**config.mk**
```make
export PLATFORM = sky130hd
export DESIGN_NAME = smg_frame_ctrl
export DESIGN_NICKNAME = d
export VERILOG_FILES = /design/src/rtl/smg_pkg.sv /design/src/rtl/bin2bcd_seq.sv /design/src/rtl/smg_frame_ctrl.sv
export SDC_FILE = /design/constraint.sdc
export NUM_CORES = 1
export LEC_CHECK = 0
export CORE_ASPECT_RATIO = 1.4
export CORE_MARGIN = 2
export CORE_UTILIZATION = 50
export CTS_CLUSTER_DIAMETER = 120
export CTS_CLUSTER_SIZE = 10
export DETAILED_ROUTE_END_ITERATION = 12
export PLACE_DENSITY_LB_ADDON = 0.08
export SKIP_LAST_GASP = 1
export SYNTH_ARGS = -nofsm -noshare
export SYNTH_HDL_FRONTEND = slang
export SYNTH_HIERARCHICAL = 1
export SYNTH_SLANG_ARGS = --single-unit
```
**constraint.sdc**
```tcl
create_clock -name CLK -period 2.8 [get_ports CLK]
set_clock_uncertainty 0.15 [all_clocks]
set_input_delay 0.56 -clock CLK [delete_from_list [all_inputs] [get_ports CLK]]
set_output_delay 0.56 -clock CLK [all_outputs]
set_load 0.01 [all_outputs]
```
**src/rtl/smg_pkg.sv**
```systemverilog
// Shared constants, FSM encoding and the leading-zero blanking helper for
// the seven-segment frame controller.
package smg_pkg;

    localparam logic [15:0] T1MS_DEFAULT = 16'd49999;
    localparam int          NUM_DIGITS   = 6;
    localparam int          BIN_W        = 20;
    localparam int          BCD_W        = 4 * NUM_DIGITS;
    localparam int          ITERS        = 20;
    localparam logic [19:0] MAX_VAL      = 20'd999999;
    localparam logic [3:0]  BLANK_NIB    = 4'hF;

    typedef enum logic [1:0] {
        ST_IDLE,
        ST_CONV,
        ST_BLANK,
        ST_WAIT_FRAME
    } frame_state_e;

    // Blank zero nibbles from the most significant digit down until the first
    // non-zero one; the units digit is always kept so a value of 0 shows "0".
    function automatic logic [BCD_W-1:0] blank_leading(input logic [BCD_W-1:0] digits);
        logic [BCD_W-1:0] result;
        logic             leading;
        result  = digits;
        leading = 1'b1;
        for (int i = NUM_DIGITS - 1; i > 0; i--) begin
            if (leading && (digits[i*4 +: 4] == 4'd0)) begin
                result[i*4 +: 4] = BLANK_NIB;
            end else begin
                leading = 1'b0;
            end
        end
        return result;
    endfunction

endpackage

```
**src/rtl/bin2bcd_seq.sv**
```systemverilog
// Sequential double-dabble: one add-3/shift iteration per step, 20 steps
// turn a 20-bit binary value into six BCD nibbles.
module bin2bcd_seq
    import smg_pkg::*;
(
    input  logic             CLK,
    input  logic             RSTn,
    input  logic             load,
    input  logic             step,
    input  logic [BIN_W-1:0] bin_in,
    output logic [BCD_W-1:0] bcd_out,
    output logic             done
);

    localparam logic [4:0] ITER_END  = 5'(ITERS);
    localparam logic [4:0] ITER_LAST = 5'(ITERS - 1);

    logic [BCD_W+BIN_W-1:0] shift_reg;
    logic [4:0]             iter;
    logic [BCD_W-1:0]       bcd_adj;
    logic [BCD_W+BIN_W-1:0] shifted;

    always_comb begin
        bcd_adj = shift_reg[BCD_W+BIN_W-1:BIN_W];
        for (int i = 0; i < NUM_DIGITS; i++) begin
            if (bcd_adj[i*4 +: 4] >= 4'd5) begin
                bcd_adj[i*4 +: 4] = bcd_adj[i*4 +: 4] + 4'd3;
            end
        end
        shifted = {bcd_adj[BCD_W-2:0], shift_reg[BIN_W-1:0], 1'b0};
    end

    always_ff @(posedge CLK or negedge RSTn) begin
        if (!RSTn) begin
            shift_reg <= '0;
            iter      <= '0;
        end else if (load) begin
            shift_reg <= {{BCD_W{1'b0}}, bin_in};
            iter      <= '0;
        end else if (step && (iter != ITER_END)) begin
            shift_reg <= shifted;
            iter      <= iter + 5'd1;
        end
    end

    // High during the step whose edge completes the conversion.
    assign done    = step && (iter == ITER_LAST);
    assign bcd_out = shift_reg[BCD_W+BIN_W-1:BIN_W];

endmodule

```
**src/rtl/smg_frame_ctrl.sv**
```systemverilog
// Six-digit display sequencer: 1 ms digit scan, valid/ready intake, BCD
// conversion and frame-aligned commit of the digit nibbles.
module smg_frame_ctrl
    import smg_pkg::*;
#(
    parameter logic [15:0] T1MS     = T1MS_DEFAULT,
    parameter bit          BLANK_LZ = 1'b1
) (
    input  logic        CLK,
    input  logic        RSTn,
    input  logic [19:0] Bin_Data,
    input  logic        Bin_Valid,
    output logic        Bin_Ready,
    output logic [23:0] Number_Sig,
    output logic [5:0]  Scan_Sig,
    output logic        Ovf,
    output logic        Busy
);

    localparam logic [23:0] NUM_RESET = BLANK_LZ ? {{5{BLANK_NIB}}, 4'd0} : 24'd0;

    logic [15:0]      c1;
    logic [2:0]       d;
    logic [2:0]       d_next;
    logic             frame_end;
    frame_state_e     state;
    logic [BCD_W-1:0] staged;
    logic             ovf_pend;
    logic             transfer;
    logic [19:0]      load_val;
    logic [BCD_W-1:0] bcd;
    logic             conv_done;

    assign d_next    = (d == 3'd5) ? 3'd0 : d + 3'd1;
    assign frame_end = (d == 3'd5) && (c1 == T1MS);

    always_ff @(posedge CLK or negedge RSTn) begin
        if (!RSTn) begin
            c1       <= '0;
            d        <= '0;
            Scan_Sig <= 6'b011111;
        end else if (c1 == T1MS) begin
            c1       <= '0;
            d        <= d_next;
            Scan_Sig <= ~(6'b100000 >> d_next);
        end else begin
            c1 <= c1 + 16'd1;
        end
    end

    assign transfer = Bin_Valid && Bin_Ready;
    assign load_val = (Bin_Data > MAX_VAL) ? MAX_VAL : Bin_Data;

    bin2bcd_seq u_bin2bcd (
        .CLK    (CLK),
        .RSTn   (RSTn),
        .load   (transfer),
        .step   (state == ST_CONV),
        .bin_in (load_val),
        .bcd_out(bcd),
        .done   (conv_done)
    );

    // Frame ends seen before WAIT_FRAME are ignored, so a commit always
    // lands on a clean frame boundary with the fully converted value.
    always_ff @(posedge CLK or negedge RSTn) begin
        if (!RSTn) begin
            state      <= ST_IDLE;
            Bin_Ready  <= 1'b1;
            Busy       <= 1'b0;
            Number_Sig <= NUM_RESET;
            Ovf        <= 1'b0;
            staged     <= '0;
            ovf_pend   <= 1'b0;
        end else begin
            case (state)
                ST_IDLE: begin
                    if (transfer) begin
                        ovf_pend  <= (Bin_Data > MAX_VAL);
                        Bin_Ready <= 1'b0;
                        Busy      <= 1'b1;
                        state     <= ST_CONV;
                    end
                end
                ST_CONV: begin
                    if (conv_done) begin
                        state <= ST_BLANK;
                    end
                end
                ST_BLANK: begin
                    staged <= BLANK_LZ ? blank_leading(bcd) : bcd;
                    state  <= ST_WAIT_FRAME;
                end
                ST_WAIT_FRAME: begin
                    if (frame_end) begin
                        Number_Sig <= staged;
                        Ovf        <= ovf_pend;
                        Bin_Ready  <= 1'b1;
                        Busy       <= 1'b0;
                        state      <= ST_IDLE;
                    end
                end
                default: begin
                    state <= ST_IDLE;
                end
            endcase
        end
    end

endmodule
```
---- After elaboration in Yosys (flattened, before gate mapping) ----
Cells that the tools add are included.
storage, ports and cells
  register bits ........................... 128
  input bits .............................. 23
  output and inout port bits .............. 33
  word-level logic and storage cells ...... 96
cells by class
  $add $sub $neg .......................... 9
  order comparisons ....................... 7
  equality and inequality tests ........... 10
  shifts and indexed selects .............. 1
  mux-type cells .......................... 36
  bitwise operators ....................... 1
  reductions and logical operators ........ 20
operator list
  cell                     number
  $mux W44                 2
  $mux W4                  10
  $ge A4 B3 Y1 const B     6
  $add A4 B2 Y4 const B    5
  $gt A20 B20 Y1 const B   1
  $logic_not A4 Y1         5
  $mux W20                 1
  $add A16 B1 Y16 const B  1
  $eq A16 B16 Y1 const B   1
  $mux W16                 1
  $mux W1                  12
  $mux W5                  2
  $logic_and A1 B1 Y1      8
  $pmux W2 S4              1
  $mux W2                  3
  $mux W3                  2
  $ne A2 B2 Y1 const B     3
  $not A6 Y6               1
  $reduce_and A3 Y1        2
  $shr A6 B3 Y6 const A    1
  $add A5 B1 Y5 const B    1
  $eq A5 B5 Y1 const B     1
  $ne A5 B5 Y1 const B     1
  $eq A2 B2 Y1 const B     2
  other kinds (8)          11

---- Longest topological paths before layout ----
  word-level depth ........................ 14
  depth in mapped cells ................... 10
  depth with buffers taken out ............ 8

---- By module ----
The synthesis kept the hierarchy.
modules (own cells, without submodules)
  module          instances  cells each  area each (um2)  sequential area each (um2)
  smg_frame_ctrl  1          309         3699.8           2009.4
  bin2bcd_seq     1          343         3158.0           1226.2

---- Worst setup path after synthesis ----
Ideal clock, no wire load.
  path kind ............................... input to register
  start ................................... input port Bin_Data[12]
  end ..................................... register u_bin2bcd.shift_reg[5]
  setup time .............................. 0.126 ns
  data arrival time ....................... 1.936 ns
  required time ........................... 2.524 ns
  path slack .............................. 0.588 ns
  stages .................................. 6
  buffers on the path ..................... 1
  cells stage by stage .................... nor4_1 -> a21boi_0 -> o21ai_0 -> clkbuf_1 -> nand2b_1 -> a221o_1
on the way
  word-level cells in the longest chain between the ends .. 3
ends and longest elaborated chain
  what                  RTL line              source
  start, declared       smg_frame_ctrl.sv:11  input logic [19:0] Bin_Data,
  $gt A20 B20 Y1        smg_frame_ctrl.sv:52  assign load_val = (Bin_Data > MAX_VAL) ? MAX_VAL : Bin_Data;
  $mux W20              smg_frame_ctrl.sv:52
  net load_val[5]       smg_frame_ctrl.sv:30  logic [19:0] load_val;
  $mux W44              bin2bcd_seq.sv:37     end else if (load) begin
  end signal, assigned  bin2bcd_seq.sv:38     shift_reg <= {{BCD_W{1'b0}}, bin_in};
  end signal, assigned  bin2bcd_seq.sv:41     shift_reg <= shifted;
  end, declared         bin2bcd_seq.sv:18     logic [BCD_W+BIN_W-1:0] shift_reg;
The timed path passes the listed nets, and every way through them passes these cells.
A chain may end at the register's enable or synchronous reset.

---- Final worst setup path ----
  start ................................... register state[1]
  end ..................................... register u_bin2bcd.shift_reg[33]
on the way
  word-level cells in the longest chain between the ends .. 3
ends and longest elaborated chain
  what                                 RTL line              source
  start, declared                      smg_frame_ctrl.sv:26  frame_state_e state;
  start signal, assigned               smg_frame_ctrl.sv:68  state <= ST_IDLE;
  start signal, assigned               smg_frame_ctrl.sv:82  state <= ST_CONV;
  start signal, assigned               smg_frame_ctrl.sv:87  state <= ST_BLANK;
  $eq A2 B1 Y1                         smg_frame_ctrl.sv:58  .step (state == ST_CONV),
  $logic_and A1 B1 Y1                  bin2bcd_seq.sv:40     end else if (step && (iter != ITER_END)) begin
  $reduce_bool A2 Y1 (no source line)  --
No other way between the ends.

==> results.md <==
- Vias in the first global route: 5,137
- Clk network pwr share: 55.4%
- Post-synth EDFFs: 0
- Slowest cell delay on critical path: 0.56 ns
- Cells after synthesis: 652
- Crit. End Element: flop
- H-Tree Depth: 4
- Vias/cell: 5.695
- Final Setup Violations: 0
- DRT met1 WL: 6205 um
- FP Rows: 50
- Drt pass-1 iters: 4
- Yosys top cell by area: dfrtp_1
- P_sw: 846.3 uW
- Area Overhead vs Synth: 17.20%
- CTS tree: done
- Status: finished, final reports clean
- Gr usage total: 21.67%
- Setup TNS: 0 ns
- WP data arrival: about 2.6 ns
- Worst-path maximum fanout: 21
- Congestion Overflow GR: 0
- Clk_lat worst skew: ~0.42 ns
- Post-synth net total: 695
- Clk slew on worst S/H paths: ~0.06 ns
- Antenna violations before repair: 0
- Synth unique cells: 56
- Max reg flops: 44
- Crit start category: flop
- R2R depth: 5
- Slew @ Worst Pin: between 0.8 and 0.9 ns
- Cell Int Power: approximately 3500 uW
- WL met3: 542 um
- Layout cell share with drive strength beyond 1: ~18%
- Antenna Nets Post-Route: 0
- P_leak: between 0.003 and 0.004 uW
- Setup ws final: between 0.3 and 0.4 ns
- #FFs+latches synth: 128
- Largest cells by area after synthesis: dfrtp_1 37%, dfstp_2 10%, mux2_4 4.4%
- Fin crit share: about nine tenths
- PostCTS Resize Cnt: 0
- GP Congestion: roughly 0.80
- Dpl ws: roughly 0.27 ns
- Total Wirelength: 14,260 um
- Starting density of the core: about half
- First-pass GRT wire length: between 20,000 and 25,000 um
- Top routing layer in use: met4
- Core area: between 10,000 and 15,000 um^2
- Final Hold Viols: 0
- Port buffer count: between 50 and 60
- Slew HR: a little under half
- Class of the most critical setup path: reg -> reg
- Max cap viols: 0
- Mean Syn Cell Area: about 11 um^2
- Critical Path, Cell by Cell: inv_1 > ha_1 > buf_4 > nand2_1 > o41ai_1
- DR WL met2: 7195 um
- Fin Hold WS: approximately 0.31 ns
- Sw Ratio: roughly 19%
- Post-synth top cells: 102 x dfrtp_1, 49 x nor2_1, 41 x a21oi_1
- Hold Path Stages: 1
- Commonest register cell after synthesis: dfrtp_1
- Hold WC Path Type: reg -> reg
- I/O pins: 56
- RSZ-0062 raised after global routing: no
- Worst path slowest cell: o41ai_1
- Fmax: ~0.4 GHz
- DR WL/cell: approximately 16 um
- Hpwl dp: 9344 um
- Vias: 4,983
- Die height: around 140 um
- Die ar.: roughly 15,000 um^2
- Top-area cell type share of the netlist area: 37.22%
- Most numerous cell in the Yosys netlist: dfrtp_1
- Die X-Extent: 103.0 um
- Pins Over Slew Limit: 0
- Post-synth ARST share: 100.0%
- CP Data Required Time: around 3 ns
- Nets: about 720
- Logic pwr share: 2.1%
- Ys Warns: 6
- PD cells: between 500 and 600 nW/um^2
- Non-Filler Instances: just under 900
- Max IR drop VDD: 360.7 uV
- Final core utilization: 60.04%
- Final min period: ~2.5 ns
- Register area share after synthesis: 47.18%
- Worst-case clock buffer depth: 2
- Root Driver: clkbuf_16
- Placed Cells: 842
- DRC viols: 0
- Ant diodes: 0
- Clk sinks: approximately 130
- Flop pwr share: 42.5%
- CTS Buf Count: 17
- Initial DRC count: around 180
- Cell Area, Synth: about 6900 um^2
- Pin count of the biggest net entering global routing: 43
-- critical path, delay by kind of cell (launching register included) --
family | cells | cell delay (ns)
AO/OA/AOI/OAI | 1 | 0.56
buffers and inverters | 2 | 0.43
flip-flops | 1 | 0.40
AND/OR/NAND/NOR | 1 | 0.54
adder cells (fa/ha/maj) | 1 | 0.25
-- power groups by stage --
stage | registers, uW | logic, uW | clock network, uW
2_1_floorplan | 1880 | 13.6 | 0
3_3_place_gp | 1880 | 93.2 | 0
3_5_place_dp | 1880 | 93.7 | 0
4_1_cts | 1850 | 95.3 | 2460
5_1_grt | 1850 | 104 | 2560
6_report | 1850 | 91.1 | 2420
-- layout by cell type (no fill, tap or decap), drive strengths merged, types with 3 or more instances in the layout --
cell / instances
nand2b: 29
a21oi: 41
dfstp: 26
nor2b: 20
xor2: 6
mux2: 32
and4: 8
a31oi: 7
nand2: 35
buf: 18
clkbuf: 21
ha: 20
or3: 8
clkinv: 4
o32ai: 6
a211oi: 11
nor2: 49
nor3: 14
and2: 8
a211o: 6
nand4: 9
o21ai: 24
o41ai: 5
clkdlybuf4s50: 54
a21boi: 3
and3: 5
nand3b: 3
a221o: 18
xnor2: 8
dfrtp: 102
nand3: 13
o31ai: 10
inv: 24
a311oi: 6
nor4: 6
bufinv: 5
o22a: 9
-- worst paths after layout --
kind | startpoint | endpoint | slack, ns
max | state[1] | u_bin2bcd/shift_reg[33] | 0.33
max in group asynchronous | RSTn | Bin_Ready | 1.25
min in group asynchronous | RSTn | staged[7] | 0.50
min | c1[15] | c1[15] | 0.31
max reg2reg | state[1] | u_bin2bcd/shift_reg[33] | 0.33
min reg2reg | c1[15] | c1[15] | 0.31
-- per-layer routing --
layer / track usage [%] / vias up
li1: - / 2393
met1: 26.93 / 2452
met2: 35.71 / 117
met3: 5.157 / 21
met4: 9.141 / 0
met5: 0 / -
-- per-stage QoR --
step	power, uW	area (um^2)
2_1_floorplan	1898	6858
3_3_place_gp	1977	7382
3_5_place_dp	1978	7382
4_1_cts	4412	8038
5_1_grt	4516	8038
6_report	4361	8038
-- kinds of logic (layout without fill, tap and decap cells) --
logic type	count (synthesis)	count (layout)	share of synthesized area, %
compound gates	154	154	16.37
xor+xnor	14	14	1.788
simple gates	215	215	17.30
fa+ha+maj	20	20	3.649
mux	33	33	6.495
flops	128	128	47.18
buf+inv	88	129	7.225
-- area by class of cell --
cell class | instances | area (um^2)
Multi-Input combinational cell | 436 | 3128
Fill cell | 1191 | 5350
Clock buffer | 21 | 460.4
Sequential cell | 128 | 3236
Clock inverter | 11 | 185.2
Inverter | 24 | 90.09
Timing Repair Buffer | 73 | 710.7
Tap cell | 182 | 227.7
-- timing repair --
action / CTS / global route
hold endpoints to repair: 24 / 0
hold buffers: 1 / 0
setup buffers: 0 / 0
(Power assumes the default switching activity.)
